==> src/rtl/conv_addr_ctrl.sv <==
// Address/control sequencer for a 2-D "valid" convolution: walks each output
// pixel, issues K*K image/filter reads, strobes the MAC and writes the result.
module conv_addr_ctrl #(
    parameter int unsigned IMG_N = 8,
    parameter int unsigned FLT_K = 3,
    parameter int unsigned AW    = 8
) (
    input  logic          clk,
    input  logic          rst,
    input  logic          start,
    input  logic [AW-1:0] x,
    input  logic [AW-1:0] y,
    input  logic [AW-1:0] z,
    output logic [AW-1:0] img_addr,
    output logic [AW-1:0] flt_addr,
    output logic          rd_en,
    output logic          mac_clr,
    output logic          mac_en,
    output logic          wr_en,
    output logic [AW-1:0] wr_addr,
    output logic          busy,
    output logic          done
);

    localparam int unsigned OUT = IMG_N - FLT_K + 1;
    localparam int unsigned OW  = (OUT > 1) ? $clog2(OUT) : 1;
    localparam int unsigned KW  = (FLT_K > 1) ? $clog2(FLT_K) : 1;
    localparam logic [OW-1:0] O_LAST = OW'(OUT - 1);
    localparam logic [KW-1:0] K_LAST = KW'(FLT_K - 1);

    typedef enum logic [2:0] {
        S_IDLE,
        S_LOAD,
        S_CLR,
        S_MAC,
        S_DRAIN,
        S_WRITE,
        S_FIN
    } state_t;

    state_t        state_q, state_d;
    logic [AW-1:0] x_q, x_d, y_q, y_d, z_q, z_d;
    logic [OW-1:0] r_q, r_d, c_q, c_d;
    logic [KW-1:0] i_q, i_d, j_q, j_d;

    logic [AW-1:0] img_addr_q, img_addr_d;
    logic [AW-1:0] flt_addr_q, flt_addr_d;
    logic [AW-1:0] wr_addr_q, wr_addr_d;
    logic          rd_en_q, rd_en_d;
    logic          mac_clr_q, mac_clr_d;
    logic          mac_en_q, mac_en_d;
    logic          wr_en_q, wr_en_d;
    logic          busy_q, busy_d;
    logic          done_q, done_d;

    // State, base and counter registers
    always_ff @(posedge clk or posedge rst) begin
        if (rst) begin
            state_q <= S_IDLE;
            x_q     <= '0;
            y_q     <= '0;
            z_q     <= '0;
            r_q     <= '0;
            c_q     <= '0;
            i_q     <= '0;
            j_q     <= '0;
        end else begin
            state_q <= state_d;
            x_q     <= x_d;
            y_q     <= y_d;
            z_q     <= z_d;
            r_q     <= r_d;
            c_q     <= c_d;
            i_q     <= i_d;
            j_q     <= j_d;
        end
    end

    // Next-state and counter sequencing
    always_comb begin
        state_d = state_q;
        x_d     = x_q;
        y_d     = y_q;
        z_d     = z_q;
        r_d     = r_q;
        c_d     = c_q;
        i_d     = i_q;
        j_d     = j_q;

        case (state_q)
            S_IDLE: begin
                if (start) begin
                    state_d = S_LOAD;
                end
            end
            S_LOAD: begin
                x_d     = x;
                y_d     = y;
                z_d     = z;
                r_d     = '0;
                c_d     = '0;
                i_d     = '0;
                j_d     = '0;
                state_d = S_CLR;
            end
            S_CLR: begin
                state_d = S_MAC;
            end
            S_MAC: begin
                if (j_q == K_LAST) begin
                    j_d = '0;
                    if (i_q == K_LAST) begin
                        i_d     = '0;
                        state_d = S_DRAIN;
                    end else begin
                        i_d = i_q + KW'(1);
                    end
                end else begin
                    j_d = j_q + KW'(1);
                end
            end
            S_DRAIN: begin
                state_d = S_WRITE;
            end
            S_WRITE: begin
                if (c_q == O_LAST) begin
                    c_d = '0;
                    if (r_q == O_LAST) begin
                        r_d     = '0;
                        state_d = S_FIN;
                    end else begin
                        r_d     = r_q + OW'(1);
                        state_d = S_CLR;
                    end
                end else begin
                    c_d     = c_q + OW'(1);
                    state_d = S_CLR;
                end
            end
            S_FIN: begin
                state_d = S_IDLE;
            end
            default: begin
                state_d = S_IDLE;
            end
        endcase
    end

    // Outputs decoded from the upcoming state so they line up with it once registered
    always_comb begin
        rd_en_d    = (state_d == S_MAC);
        mac_clr_d  = (state_d == S_CLR);
        wr_en_d    = (state_d == S_WRITE);
        busy_d     = (state_d != S_IDLE);
        done_d     = (state_d == S_FIN);
        mac_en_d   = rd_en_q;
        img_addr_d = '0;
        flt_addr_d = '0;
        wr_addr_d  = '0;

        if (rd_en_d) begin
            img_addr_d = x_q + AW'((32'(r_d) + 32'(i_d)) * IMG_N + 32'(c_d) + 32'(j_d));
            flt_addr_d = y_q + AW'(32'(i_d) * FLT_K + 32'(j_d));
        end
        if (wr_en_d) begin
            wr_addr_d = z_q + AW'(32'(r_d) * OUT + 32'(c_d));
        end
    end

    // Output registers
    always_ff @(posedge clk or posedge rst) begin
        if (rst) begin
            img_addr_q <= '0;
            flt_addr_q <= '0;
            wr_addr_q  <= '0;
            rd_en_q    <= 1'b0;
            mac_clr_q  <= 1'b0;
            mac_en_q   <= 1'b0;
            wr_en_q    <= 1'b0;
            busy_q     <= 1'b0;
            done_q     <= 1'b0;
        end else begin
            img_addr_q <= img_addr_d;
            flt_addr_q <= flt_addr_d;
            wr_addr_q  <= wr_addr_d;
            rd_en_q    <= rd_en_d;
            mac_clr_q  <= mac_clr_d;
            mac_en_q   <= mac_en_d;
            wr_en_q    <= wr_en_d;
            busy_q     <= busy_d;
            done_q     <= done_d;
        end
    end

    assign img_addr = img_addr_q;
    assign flt_addr = flt_addr_q;
    assign wr_addr  = wr_addr_q;
    assign rd_en    = rd_en_q;
    assign mac_clr  = mac_clr_q;
    assign mac_en   = mac_en_q;
    assign wr_en    = wr_en_q;
    assign busy     = busy_q;
    assign done     = done_q;

endmodule
==> config.mk <==
export PLATFORM = sky130hd
export DESIGN_NAME = conv_addr_ctrl
export DESIGN_NICKNAME = d
export VERILOG_FILES = /design/src/rtl/conv_addr_ctrl.sv
export SDC_FILE = /design/constraint.sdc
export NUM_CORES = 1
export LEC_CHECK = 0
export ABC_AREA = 1
export CAP_MARGIN = 10
export CELL_PAD_IN_SITES_DETAIL_PLACEMENT = 0
export CELL_PAD_IN_SITES_GLOBAL_PLACEMENT = 1
export CORE_ASPECT_RATIO = 1.75
export CORE_MARGIN = 1
export CORE_UTILIZATION = 37
export CTS_CLUSTER_DIAMETER = 50
export DETAILED_ROUTE_END_ITERATION = 10
export PLACE_DENSITY = 0.86
export SLEW_MARGIN = 0
export SYNTH_ARGS = -nofsm -noshare
export SYNTH_HDL_FRONTEND = slang
export SYNTH_SLANG_ARGS = --single-unit
export TNS_END_PERCENT = 20
==> constraint.sdc <==
create_clock -name clk -period 3.5 [get_ports clk]
set_input_delay 0.35 -clock clk [delete_from_list [all_inputs] [get_ports clk]]
set_output_delay 0.35 -clock clk [all_outputs]
set_load 0.01 [all_outputs]
==> metrics.csv <==
metric,value,unit
outcome,completed,
layout cells sized above 1,9.307,%
Post-CTS Setup Bufs,0,
clk_skew,0.004312,ns
period utilization,93.56,%
sequential area share after synthesis,43.92,%
clock group share of total power,48.4,%
CTS tree,done,
first-pass GRT wire length,13570,um
Crit Path Category,reg2reg,
CTS Buffer Depth,2,
initial cell density of the core,38.29,%
CP endpoint kind,flip-flop,
# DRC,0,
GRT Overall Usage,16.65,%
Worst-Margin Slew,0.5438,ns
Worst path max stage delay,0.45,ns
GRT overflow,0,
endpoints failing hold,0,
"Core Util, Final",48.77,%
P&R area growth vs syn,27.37,%
Mean Syn Cell Area,8.776,sq um
final setup violation count,0,
leakage,2.581,nW
PD cells,366.0,nW/um^2
CP cell instances,"inv_2, nand2_2, nor2_4, o211ai_1, o21ai_1, fa_1, inv_1, fa_1, inv_1, ha_2, inv_1, fa_1, inv_1, nand3_1, nand2_1, nand4_1, nand2_1, nor2_1",
Die Height,136.4,um
clock period minus worst slack,3.275,ns
Synth Instances,435,
Slew HR,63.61,%
Worst IR Drop VDD,0.0003279,V
initial antenna violation count,0,
fmax,0.3054,GHz
"delay-heaviest family, CP",adder cells,
total number of vias,2998,
switch share,21.13,%
Psw,0.0003761,W
clk slew on worst S/H paths,0.05,ns
Final nets,573,
Routed Antenna Nets,0,
Diodes inserted,0,
critical path startpoint category,flip-flop,
DP HPWL,6138,um
hold_buf cts,0,
Rows,48,
WP data required,3.69,ns
Reg power frac,45.0,%
CTS Sinks,67,
unrepaired setup endpoints after global routing,true,
Min-Delay Path Class,reg2reg,
CTS buffer count,9,
final instance area,4862,sq um
combinational power share,6.6,%
Most common cell on crit path,inv_1,
mapped cell area,3817,sq um
Die ar.,10740,sq um
largest net degree at the start of global routing,68,
H-tree depth,3,
warnings from Yosys,0,
Vias/cell,4.759,
first drt pass iteration count,4,
Mapped Nets,508,
Root Buffer,clkbuf_16,
number of max-cap violations,0,
placed cell area,4537,sq um
Clock Latency Late Sink,0.33,ns
vias in the first global route,3015,
initial DRC count,105,
Filler Cell Count,981,
Yosys cell types,36,
RePlAce Congestion,0.8738,
Yosys reg bits,67,
CP bufs+invs,5,
final wirelength,8185,um
wire per inst,12.99,um
IO buf count,56,
Worst EP arrival,3.46,ns
core area,9970,sq um
worst-path fanout max,3,
die width,78.78,um
internal power,0.001403,W
"Slew Viols, Final",0,
"Slowest-stage cell, CP",fa_1,
I/O pin total,57,
==> repair_timing <==
action	in CTS	in global routing
resized for setup	0	11
endpoints found under the hold margin	0	0
setup endpoints to repair	0	6
==> cells in the mapped netlist <==
library cell	n	area, sq um
nor2_4	1	11.26
xor2_1	3	26.28
o21ai_0	13	65.06
nor3b_1	1	7.510
a21oi_2	1	8.760
ha_1	35	437.9
clkinv_1	1	3.750
nor3_2	1	10.01
buf_2	5	25.02
nor2_2	1	6.260
o211ai_1	3	22.52
buf_6	2	22.52
nand3_1	18	90.09
or2_2	1	6.260
o22ai_2	1	12.51
fa_1	11	220.2
inv_2	6	22.52
nor2_8	1	20.02
a31oi_1	1	6.260
o21ai_1	1	5.000
nor3_1	6	30.03
nor2_1	32	120.1
nand3_2	1	10.01
nand2_2	6	37.54
inv_1	67	251.5
a21o_1	2	15.01
dfrtp_1	67	1677
nand2_1	109	409.1
a21oi_1	16	80.08
xnor2_1	3	26.28
and2_0	1	6.260
and2_1	3	18.77
nand4_1	11	68.82
o21ai_4	1	16.27
and3_1	1	6.260
o21a_1	2	15.01
==> cell usage in the layout, fill, tap and decap left out, types with 3 or more instances in the layout <==
cell and n:
clkbuf_16 9, nand4_1 11, nor2_4 3, clkbuf_8 4, and2_1 3, buf_4 4, dfrtp_1 66, nand2_2 5
o21ai_0 11, inv_2 7, nor2_1 30, nand2_1 109, nor3_1 5, xnor2_1 3, inv_1 66, clkdlybuf4s50_1 56
nand3_1 18, ha_1 34, fa_1 11, xor2_1 3, o211ai_1 3, a21oi_1 16
==> logic make-up (layout without fill, tap and decap cells) <==
logic type / after synthesis / in the layout / share of synthesized area, %
AO/OA/AOI/OAI: 41 / 41 / 6.457
AND/OR/NAND/NOR: 194 / 194 / 22.49
flip-flops: 67 / 67 / 43.92
adder cells (fa/ha/maj): 46 / 46 / 17.24
buffers and inverters: 81 / 151 / 8.521
XOR/XNOR: 6 / 6 / 1.377
==> area by class of cell <==
| type | instances | area (sq um) | share of cell area, % |
|---|---|---|---|
| inverters | 74 | 277.8 | 5.713 |
| clock buffers | 15 | 287.8 | 5.919 |
| multi-input cells | 287 | 1847 | 37.98 |
| well taps | 125 | 156.4 | 3.217 |
| flip-flops and latches | 67 | 1678 | 34.51 |
| repair buffers | 61 | 610.6 | 12.56 |
| clock inverters | 1 | 5.005 | 0.1029 |
==> worst paths after layout <==
path	startpoint	end	slack, ns	cells past startpoint
max	state_q[2]$_DFF_PP0_	flt_addr[7]$_DFF_PP0_	0.23	18
min	rd_en$_DFF_PP0_	mac_en$_DFF_PP0_	0.37	0
max reg2reg	state_q[2]$_DFF_PP0_	flt_addr[7]$_DFF_PP0_	0.23	18
min reg2reg	rd_en$_DFF_PP0_	mac_en$_DFF_PP0_	0.37	0
max in group asynchronous	rst	c_q[1]$_DFF_PP0_	2.79	3
min in group asynchronous	rst	c_q[0]$_DFF_PP0_	0.42	3
==> through the flow <==
stage / setup WS (ns) / hold WS (ns) / std cells / setup TNS (ns) / power [W]
floorplan: 0.1629 / 0.4160 / 435 / 0 / 0.0008804
global placement: 0.2039 / 0.3586 / 614 / 0 / 0.0009302
detailed placement: 0.1150 / 0.3634 / 614 / 0 / 0.0009330
CTS: 0.09008 / 0.3753 / 630 / 0 / 0.001804
global route: -0.01656 / 0.3906 / 630 / -0.02294 / 0.001857
finish: 0.2254 / 0.3714 / 630 / 0 / 0.001779
==> layer usage <==
| metal | part of all wire, % | track usage (%) | wire (um) | up-vias |
|---|---|---|---|---|
| li1 | - | - | - | 1505 |
| met1 | 37 | 17.02 | 3061 | 1409 |
| met2 | 56 | 30.68 | 4590 | 63 |
| met3 | 2.9 | 3.557 | 236 | 21 |
| met4 | 3.6 | 9.362 | 296 | 0 |
| met5 | 0 | 0 | 0 | - |
==> power groups by stage <==
stage	Combinational [W]	Sequential, W	Clock (W)
3_5_place_dp	0.000120	0.000813	0
5_1_grt	0.000136	0.000801	0.000919
3_3_place_gp	0.000117	0.000813	0
4_1_cts	0.000121	0.000800	0.000884
2_1_floorplan	0.0000704	0.000810	0
6_report	0.000118	0.000800	0.000861
==> sequential cells by signal (all words and copies together), names as in the netlist, 3 cells and up <==
name,count
state_q,3
c_q,3
z_q,8
r_q,3
y_q,8
flt_addr,8
wr_addr,8
x_q,8
img_addr,8
Power figures use the tool's default switching activity.
